**src/rtl/lc3_decode_pkg.sv**
```systemverilog
// lc3_decode_pkg: opcodes, control encodings, history entry and decode helpers for lc3_decode_issue
package lc3_decode_pkg;

    typedef enum logic [3:0] {
        OP_BR  = 4'b0000, OP_ADD = 4'b0001, OP_LD  = 4'b0010, OP_ST  = 4'b0011,
        OP_JSR = 4'b0100, OP_AND = 4'b0101, OP_LDR = 4'b0110, OP_STR = 4'b0111,
        OP_RTI = 4'b1000, OP_NOT = 4'b1001, OP_LDI = 4'b1010, OP_STI = 4'b1011,
        OP_JMP = 4'b1100, OP_RES = 4'b1101, OP_LEA = 4'b1110, OP_TRAP = 4'b1111
    } opcode_e;

    typedef enum logic [1:0] {W_ALU = 2'd0, W_MEM = 2'd1, W_PC = 2'd2} wctl_e;

    localparam logic [1:0] PC1_OFF11 = 2'b00;
    localparam logic [1:0] PC1_OFF9  = 2'b01;
    localparam logic [1:0] PC1_OFF6  = 2'b10;
    localparam logic [1:0] PC1_ZERO  = 2'b11;

    localparam logic [1:0] ALU_ADD = 2'b00;
    localparam logic [1:0] ALU_AND = 2'b01;
    localparam logic [1:0] ALU_NOT = 2'b10;
    // Address-generating ops (loads, stores, LEA) present the 01 encoding on alu_control
    localparam logic [1:0] ALU_ADDR = 2'b01;

    typedef struct packed {
        logic [2:0] dr;
        logic       alu_w;
        logic       ld_w;
    } hist_t;

    typedef struct packed {
        logic [5:0] e;
        wctl_e      w;
        logic       m;
        logic       valid;
    } dec_t;

    // Control decode: E_Control = {alu, pcsel1, pcsel2, op2sel}
    function automatic dec_t decode(input logic [15:0] ir);
        dec_t d;
        d = '0;
        d.valid = 1'b1;
        case (opcode_e'(ir[15:12]))
            OP_ADD:  d.e = {ALU_ADD, PC1_OFF11, 1'b0, ~ir[5]};
            OP_AND:  d.e = {ALU_AND, PC1_OFF11, 1'b0, ~ir[5]};
            OP_NOT:  d.e = {ALU_NOT, PC1_OFF11, 2'b00};
            OP_BR:   d.e = {ALU_ADD, PC1_OFF9, 2'b10};
            OP_JMP:  d.e = {ALU_ADD, PC1_ZERO, 2'b00};
            OP_LD:   begin d.e = {ALU_ADDR, PC1_OFF9, 2'b10}; d.w = W_MEM; end
            OP_LDR:  begin d.e = {ALU_ADDR, PC1_OFF6, 2'b00}; d.w = W_MEM; end
            OP_LDI:  begin d.e = {ALU_ADDR, PC1_OFF9, 2'b10}; d.w = W_MEM; d.m = 1'b1; end
            OP_LEA:  begin d.e = {ALU_ADDR, PC1_OFF9, 2'b10}; d.w = W_PC; end
            OP_ST:   d.e = {ALU_ADDR, PC1_OFF9, 2'b10};
            OP_STR:  d.e = {ALU_ADDR, PC1_OFF6, 2'b00};
            OP_STI:  begin d.e = {ALU_ADDR, PC1_OFF9, 2'b10}; d.m = 1'b1; end
            default: d.valid = 1'b0;
        endcase
        return d;
    endfunction

    // Operand usage and writer class: {use_sr1, use_sr2, alu_writer, load_writer}
    function automatic logic [3:0] hazard_info(input opcode_e op, input logic imm);
        logic alu_fmt;
        alu_fmt = op inside {OP_ADD, OP_AND};
        return {op inside {OP_ADD, OP_AND, OP_NOT, OP_JMP, OP_LDR, OP_STR},
                (alu_fmt && !imm) || (op inside {OP_ST, OP_STR, OP_STI}),
                op inside {OP_ADD, OP_AND, OP_NOT, OP_LEA},
                op inside {OP_LD, OP_LDR, OP_LDI}};
    endfunction

endpackage

```
**src/rtl/lc3_decode_issue_hazard.sv**
```systemverilog
// lc3_hazard_tracker: two-deep issue history and operand bypass compare
module lc3_hazard_tracker import lc3_decode_pkg::*; (
    input  logic       clock,
    input  logic       reset,
    input  logic       issue_i,
    input  logic       flush_i,
    input  logic [3:0] op_i,
    input  logic       imm_i,
    input  logic [2:0] dr_i,
    input  logic [2:0] sr1_i,
    input  logic [2:0] sr2_i,
    output logic [3:0] byp_o
);

    logic  use1, use2, alu_w, ld_w, ba1, ba2;
    hist_t age1_q;
    logic [2:0] age2_dr_q;
    logic  age2_ld_q;

    assign {use1, use2, alu_w, ld_w} = hazard_info(opcode_e'(op_i), imm_i);

    // Shift the history on every issue; a flush forgets everything in flight
    always_ff @(posedge clock or negedge reset) begin
        if (!reset || flush_i) begin
            age1_q    <= '0;
            age2_dr_q <= '0;
            age2_ld_q <= 1'b0;
        end else if (issue_i) begin
            age1_q    <= '{dr: dr_i, alu_w: alu_w, ld_w: ld_w};
            age2_dr_q <= age1_q.dr;
            age2_ld_q <= age1_q.ld_w;
        end
    end

    // ALU result one issue back wins over a load two issues back
    always_comb begin
        ba1   = use1 && age1_q.alu_w && age1_q.dr == sr1_i;
        ba2   = use2 && age1_q.alu_w && age1_q.dr == sr2_i;
        byp_o = {ba1, ba2,
                 use1 && age2_ld_q && age2_dr_q == sr1_i && !ba1,
                 use2 && age2_ld_q && age2_dr_q == sr2_i && !ba2};
    end

endmodule

```
**src/rtl/lc3_decode_issue.sv**
```systemverilog
// lc3_decode_issue: LC3 decode/issue stage driving execute_in; bypass enabled by LC3_DECODE_BYPASS_EN
module lc3_decode_issue import lc3_decode_pkg::*; (
    input  logic        clock,
    input  logic        reset,
    input  logic        enable_decode,
    input  logic        flush,
    input  logic [15:0] instr_dout,
    input  logic [15:0] npc_in,
    input  logic [15:0] rf_vsr1,
    input  logic [15:0] rf_vsr2,
    input  logic [15:0] mem_data_in,
    output logic [2:0]  sr1,
    output logic [2:0]  sr2,
    output logic [15:0] IR,
    output logic [15:0] npc_out,
    output logic [5:0]  E_Control,
    output logic [1:0]  W_Control_out,
    output logic        Mem_Control_out,
    output logic [15:0] VSR1,
    output logic [15:0] VSR2,
    output logic        bypass_alu_1,
    output logic        bypass_alu_2,
    output logic        bypass_mem_1,
    output logic        bypass_mem_2,
    output logic        enable_execute,
    output logic [15:0] Mem_Bypass_Val
);

    dec_t dec;
    logic issue, store;
    logic [15:0] ir_q, npc_q, vsr1_q, vsr2_q, mbv_q;
    logic [5:0]  e_q;
    wctl_e       w_q;
    logic        m_q, en_q;
    logic [3:0]  byp_d, byp_q;

    assign dec   = decode(instr_dout);
    assign issue = enable_decode && !flush;
    assign store = instr_dout[15:12] inside {OP_ST, OP_STR, OP_STI};
    assign sr1   = instr_dout[8:6];
    assign sr2   = store ? instr_dout[11:9] : instr_dout[2:0];

`ifdef LC3_DECODE_BYPASS_EN
    lc3_hazard_tracker u_hazard (
        .clock   (clock),
        .reset   (reset),
        .issue_i (issue),
        .flush_i (flush),
        .op_i    (instr_dout[15:12]),
        .imm_i   (instr_dout[5]),
        .dr_i    (instr_dout[11:9]),
        .sr1_i   (sr1),
        .sr2_i   (sr2),
        .byp_o   (byp_d)
    );
`else
    assign byp_d = 4'b0;
`endif

    // Instruction, controls and operands load on issue and hold otherwise
    always_ff @(posedge clock or negedge reset) begin
        if (!reset) begin
            ir_q   <= '0;
            npc_q  <= '0;
            vsr1_q <= '0;
            vsr2_q <= '0;
            e_q    <= '0;
            w_q    <= W_ALU;
            m_q    <= 1'b0;
        end else if (issue) begin
            ir_q   <= instr_dout;
            npc_q  <= npc_in;
            vsr1_q <= rf_vsr1;
            vsr2_q <= rf_vsr2;
            e_q    <= dec.e;
            w_q    <= dec.w;
            m_q    <= dec.m;
        end
    end

    // Issue valid is one-shot; bypass selects hold on stall and clear on flush
    always_ff @(posedge clock or negedge reset) begin
        if (!reset) begin
            en_q  <= 1'b0;
            byp_q <= '0;
        end else begin
            en_q  <= issue && dec.valid;
            byp_q <= issue ? byp_d : flush ? 4'b0 : byp_q;
        end
    end

    // Memory-stage data is re-timed every cycle regardless of issue
    always_ff @(posedge clock or negedge reset) begin
        if (!reset) mbv_q <= '0;
        else        mbv_q <= mem_data_in;
    end

    assign IR              = ir_q;
    assign npc_out         = npc_q;
    assign VSR1            = vsr1_q;
    assign VSR2            = vsr2_q;
    assign E_Control       = e_q;
    assign W_Control_out   = w_q;
    assign Mem_Control_out = m_q;
    assign enable_execute  = en_q;
    assign Mem_Bypass_Val  = mbv_q;
    assign {bypass_alu_1, bypass_alu_2, bypass_mem_1, bypass_mem_2} = byp_q;

endmodule

```
**config.mk**
```make
export PLATFORM = sky130hd
export DESIGN_NAME = lc3_decode_issue
export DESIGN_NICKNAME = d
export VERILOG_FILES = /design/src/rtl/lc3_decode_pkg.sv /design/src/rtl/lc3_decode_issue_hazard.sv /design/src/rtl/lc3_decode_issue.sv
export SDC_FILE = /design/constraint.sdc
export NUM_CORES = 1
export LEC_CHECK = 0
export BUFFER_PORTS_ARGS = -buffer_cell sky130_fd_sc_hd__buf_2
export CAP_MARGIN = 20
export CORE_MARGIN = 10
export CORE_UTILIZATION = 45
export DETAILED_ROUTE_END_ITERATION = 10
export PLACE_DENSITY = 0.8
export SLEW_MARGIN = 20
export SYNTH_ARGS = -nofsm -noshare
export SYNTH_HDL_FRONTEND = slang
export SYNTH_SLANG_ARGS = --single-unit
export TNS_END_PERCENT = 100
```
**constraint.sdc**
```tcl
create_clock -name clock -period 1.5 [get_ports clock]
set_input_delay 0.3 -clock clock [delete_from_list [all_inputs] [get_ports clock]]
set_output_delay 0.3 -clock clock [all_outputs]
set_load 0.02 [all_outputs]
```
# Yosys cells after proc, flatten, opt, wreduce, memory -nomap -nowiden
# Index checks and enable logic that the tools add are counted.
# Widths: inputs -> output; s select.
classes:
  n_lt_le_gt_ge: 0
  n_eq_ne: 11
  multipliers: 0
  shift: 0
  n_div: 0
  n_bitwise: 1
  muxes: 7
  n_addsub: 0
  reduce_logical: 11
op_table:
  columns: ["cell", "n"]
  rows:
  - ["$pmux 6 s7", 1]
  - ["$eq 4x4->1 const B", 5]
  - ["$eq 4x3->1 const B", 3]
  - ["$reduce_or 12->1", 1]
  - ["$eq 4x2->1 const B", 2]
  - ["$mux 4", 2]
  - ["$reduce_or 5->1", 1]
  - ["$eq 4x1->1 const B", 1]
  - ["$logic_not 4->1", 1]
  - ["$pmux 2 s2", 1]
  - ["$reduce_or 2->1", 2]
  - ["$mux 3", 1]
  - ["$reduce_bool 3->1", 1]
  - ["$reduce_or 3->1", 1]
  - ["$logic_and 1x1->1", 2]
  - ["$mux 1", 2]
  - ["$reduce_bool 2->1", 1]
  - ["$logic_not 1->1", 1]
  - ["$not 1->1", 1]
totals:
  latch_bits: 0
  ramBits: 0
  mem_bits_ro: 0
  regBits: 94
  mem_count: 0
  out_inout_bits: 100
  in_bits: 84
  elab_cells: 40

# Logic depth before layout (Yosys ltp)
# Gate-level depths: netlist (run 1).
logic_depth:
  ltp_word: 4
  depth_mapped: 6
  depth_no_buf: 3

# Least setup slack after synthesis (run 1)
# No wires, ideal clock.
synth_path:
  path_type: "input to output"
  start: "input port instr_dout[15]"
  end: "output port sr2[0]"
  slack_ns: 0.148
  path_stages: 4
  arrival_time_ns: 1.052
  n_path_buf: 1
  cell_sequence: "buf_4 nand2_4 and3_4 mux2_4"
synth_between:
  elab_chain_cells: 3
  elab_cells_between_ends: 5
synth_rtl:
  columns: ["item", "line", "source"]
  rows:
  - ["start: declaration", "lc3_decode_issue.sv:7", "input logic [15:0] instr_dout,"]
  - ["$eq 4x2->1 (tied with other cells)", "lc3_decode_issue.sv:39", "assign store = instr_dout[15:12] inside {OP_ST, OP_STR, OP_STI};"]
  - ["$reduce_bool 3->1 *", "lc3_decode_issue.sv:39", null]
  - ["$mux 3 *", "lc3_decode_issue.sv:41", "assign sr2 = store ? instr_dout[11:9] : instr_dout[2:0];"]
  - ["end: declaration", "lc3_decode_issue.sv:13", "output logic [2:0] sr2,"]
# Every way passes the cells marked *; elsewhere a longest branch is shown, timed or not.

# Worst setup path in the final report (run 1)
# Same ends and word-level chain as after synthesis.

==> impl_metrics.yaml, run 1 <==
run_status:
  status: "finished, violations left"
  violations: "negative hold slack"
drt:
  vias: 2889
  dr_wl_met3_um: 899
  viasPerCell: 4.593
  drt_iter0_markers: 128
  dr.pass1.iters: 4
  drc: 0
  wl_met1_um: 3865
  wirelength_um: 9707
  top_layer: "met4"
  wl_met2_um: 4845
  ant_nets: 0
  wl_per_cell_um: 15.43
synthesis:
  ys_ff_latch: 90
  synth_largest_area_cell: "dfrtp_1"
  syn_area_um2: 3467
  synth_area_leaders: "dfrtp_1 (65%), nand2_1 (21%), buf_6 (2.3%)"
  synth_cell_types: 26
  netlist_instances: 346
  syn_area_per_cell_um2: 10.02
  synth_top_area_share_pct: 64.96
  ys_seq_area_share_pct: 64.96
  yosys_warnings: 0
global_routing:
  grtUsageTotal_pct: 15.98
  grt_pass1_vias: 3000
  antenna_found_initial: 0
  grt_max_degree: 91
  grt_remaining_overflow: 0
  grt_pass1_wl_um: 14930
floorplan:
  num_rows: 31
  ios: 184
  initial_core_util_pct: 47.05
  die_h_um: 107.8
  die_x_um: 107.8
  core-area_um2: 7370
  dieArea_um2: 11620
sta:
  hold_violations: 6
  setup_ws_ns: 0.02721
  period_needed_ns: 1.473
  setup_viol: 0
  max_freq_mhz: 679.0
  post-route-period-util_pct: 98.19
  hold_ws_ns: -0.01039
  rsz0062_at_grt: "no"
  finalSetupTns_ns: 0
  maxSlewViolCount: 0
  fin_skew_ns: 0
finish:
  seqCellArea_um2: 2252
  n_antenna_cell: 0
  drive_gt1_share_pct: 40.94
  post-route-cell-area_um2: 4617
  final_util_pct: 62.65
  multiInputGateArea_um2: 1025
  syn_to_final_growth_pct: 33.16
  num-nets-final: 609
  fillerInstances: 654
power_and_ir_drop:
  vdd_drop_max_uv: 478.0
  p_comb_share_pct: 22.1
  seq_power_share_pct: 51.0
  leakage_nw: 2.687
  switching_share_pct: 31.05
  clkPwrFrac_pct: 26.9
  finalPower_mw: 5.518
  p_sw_mw: 1.714
  internal-power_mw: 3.805
  powerDensity_nw_per_um2: 1195
critical_path:
  cp_data_required_time_ns: 1.20
  crit_arrival_ns: 1.17
  crit_type: "input pin to primary output"
  crit_fanout: 3
  cp-start-kind: "input pin"
  end_kind: "primary output"
flow_run:
  max_cap_viol_count: 0
clock_network:
  cts_tree: "done"
  post_cts_buffers: 0
  htree_levels: 3
  clk_pin_slew_ns: 0.08
  cts_made_buffers: 9
  cts.repair.resized: 0
  clk_latency_ns: 0.33
  hold_buffers: 0
  clockRootBuffer: "clkbuf_8"
  cts_num_sinks: 90
  cts.path.max_buffers: 2
placed_design:
  routabilityCongestion: 0.8271
  post_dp_cell_area_um2: 4434
  place_hpwl_um: 7711
  portBuffers: 179
  dp_slack_ns: 0.02446
worst_hold_path:
  min_path_type: "input pin to async pin"
power groups by stage:
stage	Combinational [mW]	Sequential, mW	Clock (mW)
2_1_floorplan	0.353	3.19	0
3_3_place_gp	1.21	2.84	0
3_5_place_dp	1.25	2.86	0
4_1_cts	1.25	2.81	1.55
5_1_grt	1.33	2.84	1.63
6_report	1.22	2.81	1.49
cell usage in the layout (no fill, tap or decap):
cell        synthesis  routed
nand2_1           197     197
buf_2               6     178
dfrtp_1            90      90
clkbuf_8            0      11
buf_4              10      10
o21ai_0             4       4
conb_1              1       4
mux2_4              3       3
o41ai_2             3       3
buf_12              0       3
nor3_1              2       2
a21oi_1             2       2
o31ai_1             2       2
inv_1               2       2
nor2b_1             2       2
o22a_1              2       2
clkbuf_1            3       2
clkinvlp_4          0       2
nand2_4             1       1
and3_4              1       1
nand2b_4            1       1
xnor2_1             1       1
and3_2              1       1
and2b_2             0       1
nor3b_1             1       1
o21ai_2             1       1
a211oi_1            1       1
nand2b_1            1       1
clkinv_4            0       1
per-layer routing:
layer / vias up / track usage, %
li1: 1407 / -
met1: 1353 / 18.25
met2: 120 / 27.06
met3: 9 / 6.048
met4: 0 / 4.962
met5: - / 0
registers in the layout, indices dropped and copies added (netlist names):
signal and flops:
E_Control 6, npc_out 16, Mem_Control_out 1, enable_execute 1, Mem_Bypass_Val 16, IR 16
VSR2 16, W_Control_out 2, VSR1 16
Yosys cell counts:
cell type  count
nor2b_1        2
o31ai_1        2
o41ai_2        3
and2b_1        1
dfrtp_1       90
and3_2         1
and3_4         1
nor3_1         2
buf_4         10
nor3b_1        1
nand2_4        1
a21oi_1        2
inv_1          2
nand2b_4       1
conb_1         1
nand2_1      197
o21ai_2        1
a211oi_1       1
buf_6          7
o21ai_0        4
xnor2_1        1
o22a_1         2
mux2_4         3
clkbuf_1       3
nand2b_1       1
buf_2          6
stage by stage:
| step | std cells | hold slack [ns] |
|---|---|---|
| 6_report | 629 | -0.01039 |
| 5_1_grt | 629 | 0.01160 |
| 4_1_cts | 629 | 0.001112 |
| 3_5_place_dp | 613 | 0.3823 |
| 3_3_place_gp | 613 | 0.3772 |
| 2_1_floorplan | 349 | 0.004409 |
final cells by class:
class	count	share of cell area, %
Clock inverter	3	0.5149
Sequential cell	90	48.78
Clock buffer	13	3.442
Tap cell	99	2.683
Inverter	2	0.1626
Multi-Input combinational cell	231	22.20
Timing Repair Buffer	191	22.22
critical path: stages:
cell	delay [ns]
buf_2	0.12
nand2_4	0.07
and3_4	0.23
mux2_4	0.30
buf_2	0.16
worst paths after layout:
kind                                                to  slack (ns)  cells after the start                      from
hold / removal                     VSR1[0]$_DFFE_PN0P_       -0.01                      2                     reset
hold reg to reg                 npc_out[9]$_DFFE_PN0P_        0.47                      2    npc_out[9]$_DFFE_PN0P_
max in group asynchronous            IR[4]$_DFFE_PN0P_        1.15                      2                     reset
setup reg to reg              E_Control[2]$_DFFE_PN0P_        0.80                      1  E_Control[2]$_DFFE_PN0P_
setup / recovery                                sr2[0]        0.03                      5            instr_dout[15]
min in group clock         Mem_Bypass_Val[0]$_DFF_PN0_        0.06                      1            mem_data_in[0]
cell families after synthesis:
group | synth area share (%)
other | 0.1082
AOI/OAI and AO/OA | 3.681
muxes | 1.299
xor gates and xnor gates | 0.2527
and+or+nand+nor | 23.85
DFF | 64.96
buffers and inverters | 5.846
No activity file was read; power rests on OpenSTA's default activity.
==> run 2, diff against run 1 <==
--- a/config.mk
+++ b/config.mk
@@ -8,9 +8,9 @@
 export BUFFER_PORTS_ARGS = -buffer_cell sky130_fd_sc_hd__buf_2
 export CAP_MARGIN = 20
 export CORE_MARGIN = 10
-export CORE_UTILIZATION = 45
+export CORE_UTILIZATION = 25
 export DETAILED_ROUTE_END_ITERATION = 10
-export PLACE_DENSITY = 0.8
+export SETUP_SLACK_MARGIN = 0.1
 export SLEW_MARGIN = 20
 export SYNTH_ARGS = -nofsm -noshare
 export SYNTH_HDL_FRONTEND = slang
==> run 2 against run 1 <==
  * Wire length rose by 7.0%
  * Largest cell class unchanged
  * The run now ends clean
  * Utilization fell by 26 points
  * Non-clock buffer count rose by 1
  * Critical path depth unchanged
  * Clock-buffer cell count is 4 lower
  * Total power rose by 14%
==> impl_metrics.yaml, run 2 (synthesized netlist as in run 1, its figures left out) <==
run_status:
  status: "finished, final reports clean"
floorplan:
  initial_core_util_pct: 25.87
  core-area_um2: 13400
  ios: 184
  die_x_um: 137.8
  num_rows: 42
  die_h_um: 137.8
  dieArea_um2: 18980
clock_network:
  cts_made_buffers: 9
  htree_levels: 3
  cts_tree: "done"
  clockRootBuffer: "clkbuf_16"
  cts_num_sinks: 90
  cts.path.max_buffers: 2
  clk_pin_slew_ns: 0.07
  clk_latency_ns: 0.34
power_and_ir_drop:
  vdd_drop_max_uv: 399.0
  finalPower_mw: 6.314
  powerDensity_nw_per_um2: 1297
  leakage_nw: 2.751
finish:
  drive_gt1_share_pct: 41.24
  syn_to_final_growth_pct: 40.38
  fillerInstances: 1377
  final_cell_mix: "nand2_1 (197), buf_2 (173), dfrtp_1 (90)"
  layout_commonest_cell: "nand2_1"
  n_antenna_cell: 0
  num-nets-final: 610
critical_path:
  crit_type: "input pin to primary output"
  reg2reg_depth: 1
  cp_data_required_time_ns: 1.20
  path_cells: "buf_8, nand2_4, and3_4, mux2_4, buf_6"
  cpPeakStageDelay_ns: 0.31
  crit_fanout: 3
  crit_slowest_cell: "mux2_4"
  cp-start-kind: "input pin"
  crit_arrival_ns: 1.12
  end_kind: "primary output"
worst_hold_path:
  min_path_type: "input pin to flip-flop"
  hold_depth: 1
drt:
  ant_nets: 0
  dr.pass1.iters: 4
  drt_iter0_markers: 102
  viasPerCell: 4.095
  wirelength_um: 10390
  vias: 2895
  wl_per_cell_um: 14.69
  drc: 0
placed_design:
  dp_slack_ns: 0.008456
  routabilityCongestion: 0.8052
  place_hpwl_um: 8159
  portBuffers: 179
sta:
  max_freq_mhz: 703.3
  finalSetupTns_ns: 0
  period_needed_ns: 1.422
  hold_violations: 0
  rsz0062_at_grt: "yes"
  post-route-period-util_pct: 94.79
  setup_ws_ns: 0.07814
  fin_skew_ns: 0
  maxSlewViolCount: 0
  setup_viol: 0
global_routing:
  grtUsageTotal_pct: 10.80
  grt_pass1_vias: 3152
  grt_max_degree: 54
  antenna_found_initial: 0
  grt_pass1_wl_um: 16150
  grt_remaining_overflow: 0
flow_run:
  max_cap_viol_count: 0
[run 2: cell types whose count changed in the layout (fill, tap and decap cells not counted), sizes merged]
cell / before / now
clkinv: 1 / 2
bufinv: 0 / 1
dlygate4sd3: 0 / 1
clkinvlp: 2 / 3
clkbuf: 13 / 9
inv: 2 / 3
[run 2: final timing paths]
| path | from | endpoint | slack (ns) |
|---|---|---|---|
| min in group asynchronous | reset | IR[4]$_DFFE_PN0P_ | 0.43 |
| max in group asynchronous | reset | VSR2[13]$_DFFE_PN0P_ | 0.49 |
| setup reg to reg | E_Control[1]$_DFFE_PN0P_ | E_Control[1]$_DFFE_PN0P_ | 0.78 |
| setup / recovery | instr_dout[15] | sr2[1] | 0.08 |
| hold / removal | mem_data_in[13] | Mem_Bypass_Val[13]$_DFF_PN0_ | 0.06 |
| hold reg to reg | VSR2[12]$_DFFE_PN0P_ | VSR2[12]$_DFFE_PN0P_ | 0.47 |
[run 2: through the flow]
stage | instances | utilization (%) | area (µm²) | hold WS [ns]
floorplan | 349 | - | 3478 | 0.004409
global placement | 689 | 33.66 | 4511 | 0.2260
detailed placement | 689 | 33.66 | 4511 | 0.2327
CTS | 707 | 36.29 | 4863 | 0.03904
global route | 707 | 36.32 | 4867 | 0.03445
finish | 707 | 36.32 | 4867 | 0.06000
[run 2: cell type report]
type | count | area [µm²] | share of cell area (%)
sequential | 90 | 2252 | 46.27
timing repair buffer | 192 | 1059 | 21.75
multi-input combinational | 231 | 1025 | 21.05
clock buffer | 9 | 225.2 | 4.627
tap | 176 | 220.2 | 4.524
clock inverter | 7 | 78.83 | 1.620
inverter | 2 | 7.507 | 0.1542
[run 2: power breakdown]
part           total, mW  internal (mW)  switching [mW]  leakage, nW
sequential          2.81           2.69           0.124         1.11
combinational       1.23          0.432           0.802         1.51
clock               2.27           1.30           0.967        0.138
total               6.31           4.42            1.89         2.75
[run 2: metal layers]
| layer | up-vias | wire (µm) | track usage, % |
|---|---|---|---|
| met4 | 0 | 115 | 4.229 |
| li1 | 1421 | - | - |
| met3 | 8 | 1100 | 4.370 |
| met1 | 1360 | 3931 | 11.80 |
| met5 | - | 0 | 0 |
| met2 | 106 | 5239 | 18.33 |
[run 2: worst max-delay path, delay by kind of cell]
family                 cells  cell delay [ns]
multiplexers               1             0.31
AND/OR/NAND/NOR            2             0.27
buffers and inverters      2             0.23
[run 2: what timing repair did]
item,4_1_cts,5_1_grt
endpoints found under the hold margin,22,0
setup endpoints to repair,3,3
resized for setup,8,1
hold buffers,1,0
pin swaps,2,1
setup buffers,1,0
==> run 3, diff against run 2 <==
--- a/config.mk
+++ b/config.mk
@@ -5,6 +5,7 @@
 export SDC_FILE = /design/constraint.sdc
 export NUM_CORES = 1
 export LEC_CHECK = 0
+export ABC_AREA = 1
 export BUFFER_PORTS_ARGS = -buffer_cell sky130_fd_sc_hd__buf_2
 export CAP_MARGIN = 20
 export CORE_MARGIN = 10
==> run 3 against run 2 <==
  * The flow now finishes with violations (negative hold slack)
  * Non-clock buffer count down 8
  * Sequential power about the same
  * Hold slack worse by 0.078 ns
  * Synthesized cell count increased by 4.0%
  * Global-route usage increased by 0.13 points
  * Sequential cell count did not move
  * Combinational power decreased by 3%
  * Sequential share of layout area grew 0.97 points
  * Total power is 0.65% higher
  * Clock skew stayed put
  * Synthesized area down 2.9%
  * Via count grew 0.79%
  * Largest cell class unchanged
  * Highest routed layer unchanged
==> impl_metrics.yaml, run 3 <==
run_status:
  status: "finished, violations left"
  violations: "negative hold slack"
power_and_ir_drop:
  internal-power_mw: 4.544
  p_sw_mw: 1.811
  finalPower_mw: 6.355
  vdd_drop_max_uv: 637.8
  leakage_nw: 2.749
  clkPwrFrac_pct: 37.0
  switching_share_pct: 28.50
  seq_power_share_pct: 44.3
  p_comb_share_pct: 18.7
  powerDensity_nw_per_um2: 1333
drt:
  dr.pass1.iters: 4
  drt_iter0_markers: 101
  ant_nets: 0
  wl_per_cell_um: 14.19
  drc: 0
  viasPerCell: 4.064
  vias: 2918
  wirelength_um: 10190
critical_path:
  cpPeakStageDelay_ns: 0.19
  end_kind: "primary output"
  critPathMostFrequentCell: "buf_2"
  crit_type: "input pin to primary output"
  cp_data_required_time_ns: 1.20
  cp-start-kind: "input pin"
  crit_fanout: 6
  reg2reg_depth: 2
  worstReg2RegStart: "VSR2[10]$_DFFE_PN0P_"
  path_cells: "buf_2, nand2_2, nand3_4, o21ai_0, buf_2"
  crit_arrival_ns: 1.01
  crit_slowest_cell: "buf_2"
  r2r-end: "VSR2[10]$_DFFE_PN0P_"
  r2r_slack_ns: 0.88
synthesis:
  netlist_instances: 360
  ys_seq_area_share_pct: 66.91
  synth_largest_area_cell: "dfrtp_1"
  async_reset_ff_share_pct: 100.0
  ys_ff_latch: 90
  synth_top_area_share_pct: 66.91
  synth_common_cells: "nand2_1 (206), dfrtp_1 (90), buf_4 (13)"
  syn_area_per_cell_um2: 9.349
  syn_area_um2: 3366
  synth_cell_types: 15
  synth_area_leaders: "dfrtp_1 (67%), nand2_1 (23%), buf_4 (2.9%)"
  synth-edff-count: 0
  synth-main-ff-cell: "dfrtp_1"
  yosysMostFrequentCell: "nand2_1"
  yosys_warnings: 0
clock_network:
  cts_num_sinks: 90
  hold_buffers: 0
  post_cts_buffers: 0
  cts.path.max_buffers: 2
  clk_latency_ns: 0.33
  clk_pin_slew_ns: 0.07
  cts_tree: "done"
  htree_levels: 3
  cts_made_buffers: 9
  clockRootBuffer: "clkbuf_16"
floorplan:
  ios: 184
  initial_core_util_pct: 25.52
  die_h_um: 136.0
  num_rows: 42
  die_x_um: 136.0
  dieArea_um2: 18500
  core-area_um2: 13190
sta:
  maxSlewViolCount: 0
  setup_viol: 0
  hold_violations: 4
  fin_skew_ns: 0
  rsz0062_at_grt: "no"
  setup_ws_ns: 0.1919
  hold_ws_ns: -0.01791
  period_needed_ns: 1.308
  finalSetupTns_ns: 0
  max_freq_mhz: 764.5
  post-route-period-util_pct: 87.21
placed_design:
  portBuffers: 179
  routabilityCongestion: 0.7588
  post_dp_cell_area_um2: 4441
  place_inst: 701
  place_hpwl_um: 8009
  dp_slack_ns: 0.07243
finish:
  drive_gt1_share_pct: 37.52
  layout_commonest_cell: "nand2_1"
  syn_to_final_growth_pct: 41.64
  instances_no_fill: 718
  final_util_pct: 36.14
  fillerInstances: 1393
  post-route-cell-area_um2: 4767
  num-nets-final: 620
  final_cell_mix: "nand2_1 (206), buf_2 (178), dfrtp_1 (90)"
global_routing:
  grt_pass1_vias: 3086
  grtUsageTotal_pct: 10.92
  grtUsageMet1_pct: 12.11
  grt_max_degree: 91
  grt_util_met2_pct: 17.79
  grt_pass1_wl_um: 16110
  top_usage_layer: "met2"
  antenna_found_initial: 2
  grt_remaining_overflow: 0
  grtUsageMet3_pct: 5.646
flow_run:
  max_cap_viol_count: 0
worst_hold_path:
  min_path_type: "input pin to async pin"
[run 3: changes by cell type after synthesis, sizes merged, moves of 3 or more]
cell / previous run / this run
clkbuf: 3 / 0
inv: 2 / 10
mux2: 3 / 0
nand2: 198 / 207
nand3: 0 / 7
nor2: 0 / 8
o21ai: 5 / 14
o41ai: 3 / 0
[run 3: worst max path at each step]
| stage | startpoint | endpoint | slack (ns) | depth (start not counted) |
|---|---|---|---|---|
| after detailed placement | instr_dout[15] | sr2[2] | 0.07 | 5 |
| after global routing | instr_dout[15] | sr2[2] | 0.14 | 5 |
| after global placement | instr_dout[15] | sr2[0] | 0.09 | 5 |
| after floorplan | instr_dout[15] | sr2[0] | 0.18 | 3 |
| after CTS | instr_dout[15] | sr2[2] | 0.15 | 5 |
| final | instr_dout[15] | sr2[2] | 0.19 | 5 |
[run 3: final cells by class]
cell class	instances	area, µm²	area share [%]
Antenna cell	1	2.502	0.05249
Clock buffer	11	232.7	4.882
Clock inverter	5	78.83	1.654
Inverter	10	37.54	0.7874
Multi-Input combinational cell	241	957.2	20.08
Sequential cell	90	2252	47.24
Tap cell	176	220.2	4.619
Timing Repair Buffer	184	985.9	20.68
[run 3: routing by layer]
metal / wire length [µm] / share of wire (%) / vias to the layer above
met2: 4915 / 48 / 101
met1: 4033 / 40 / 1368
met3: 1127 / 11 / 11
met5: 0 / 0 / -
li1: - / - / 1438
met4: 111 / 1.1 / 0
[run 3: power groups by stage]
stage / registers [mW] / logic [mW] / clock network [mW]
floorplan: 3.19 / 0.317 / 0
global placement: 2.85 / 1.20 / 0
detailed placement: 2.86 / 1.22 / 0
CTS: 2.82 / 1.22 / 2.45
global route: 2.85 / 1.31 / 2.55
finish: 2.81 / 1.19 / 2.35
[run 3: worst max-delay path, delay by kind of cell]
kind	cells	cell delay [ns]
AO/OA/AOI/OAI	1	0.16
buffers and inverters	2	0.32
AND/OR/NAND/NOR	2	0.24
[run 3: cell families after synthesis]
group | after synthesis | synth area share, %
buffers and inverters | 32 | 5.353
AOI/OAI and AO/OA | 14 | 2.082
and+or+nand+nor | 223 | 25.54
DFF | 90 | 66.91
other | 1 | 0.1114
[run 3: timing repair]
action | CTS | global route
pin swaps | 0 | 0
setup endpoints to repair | 3 | 2
resized for setup | 1 | 2
cloned | 0 | 0
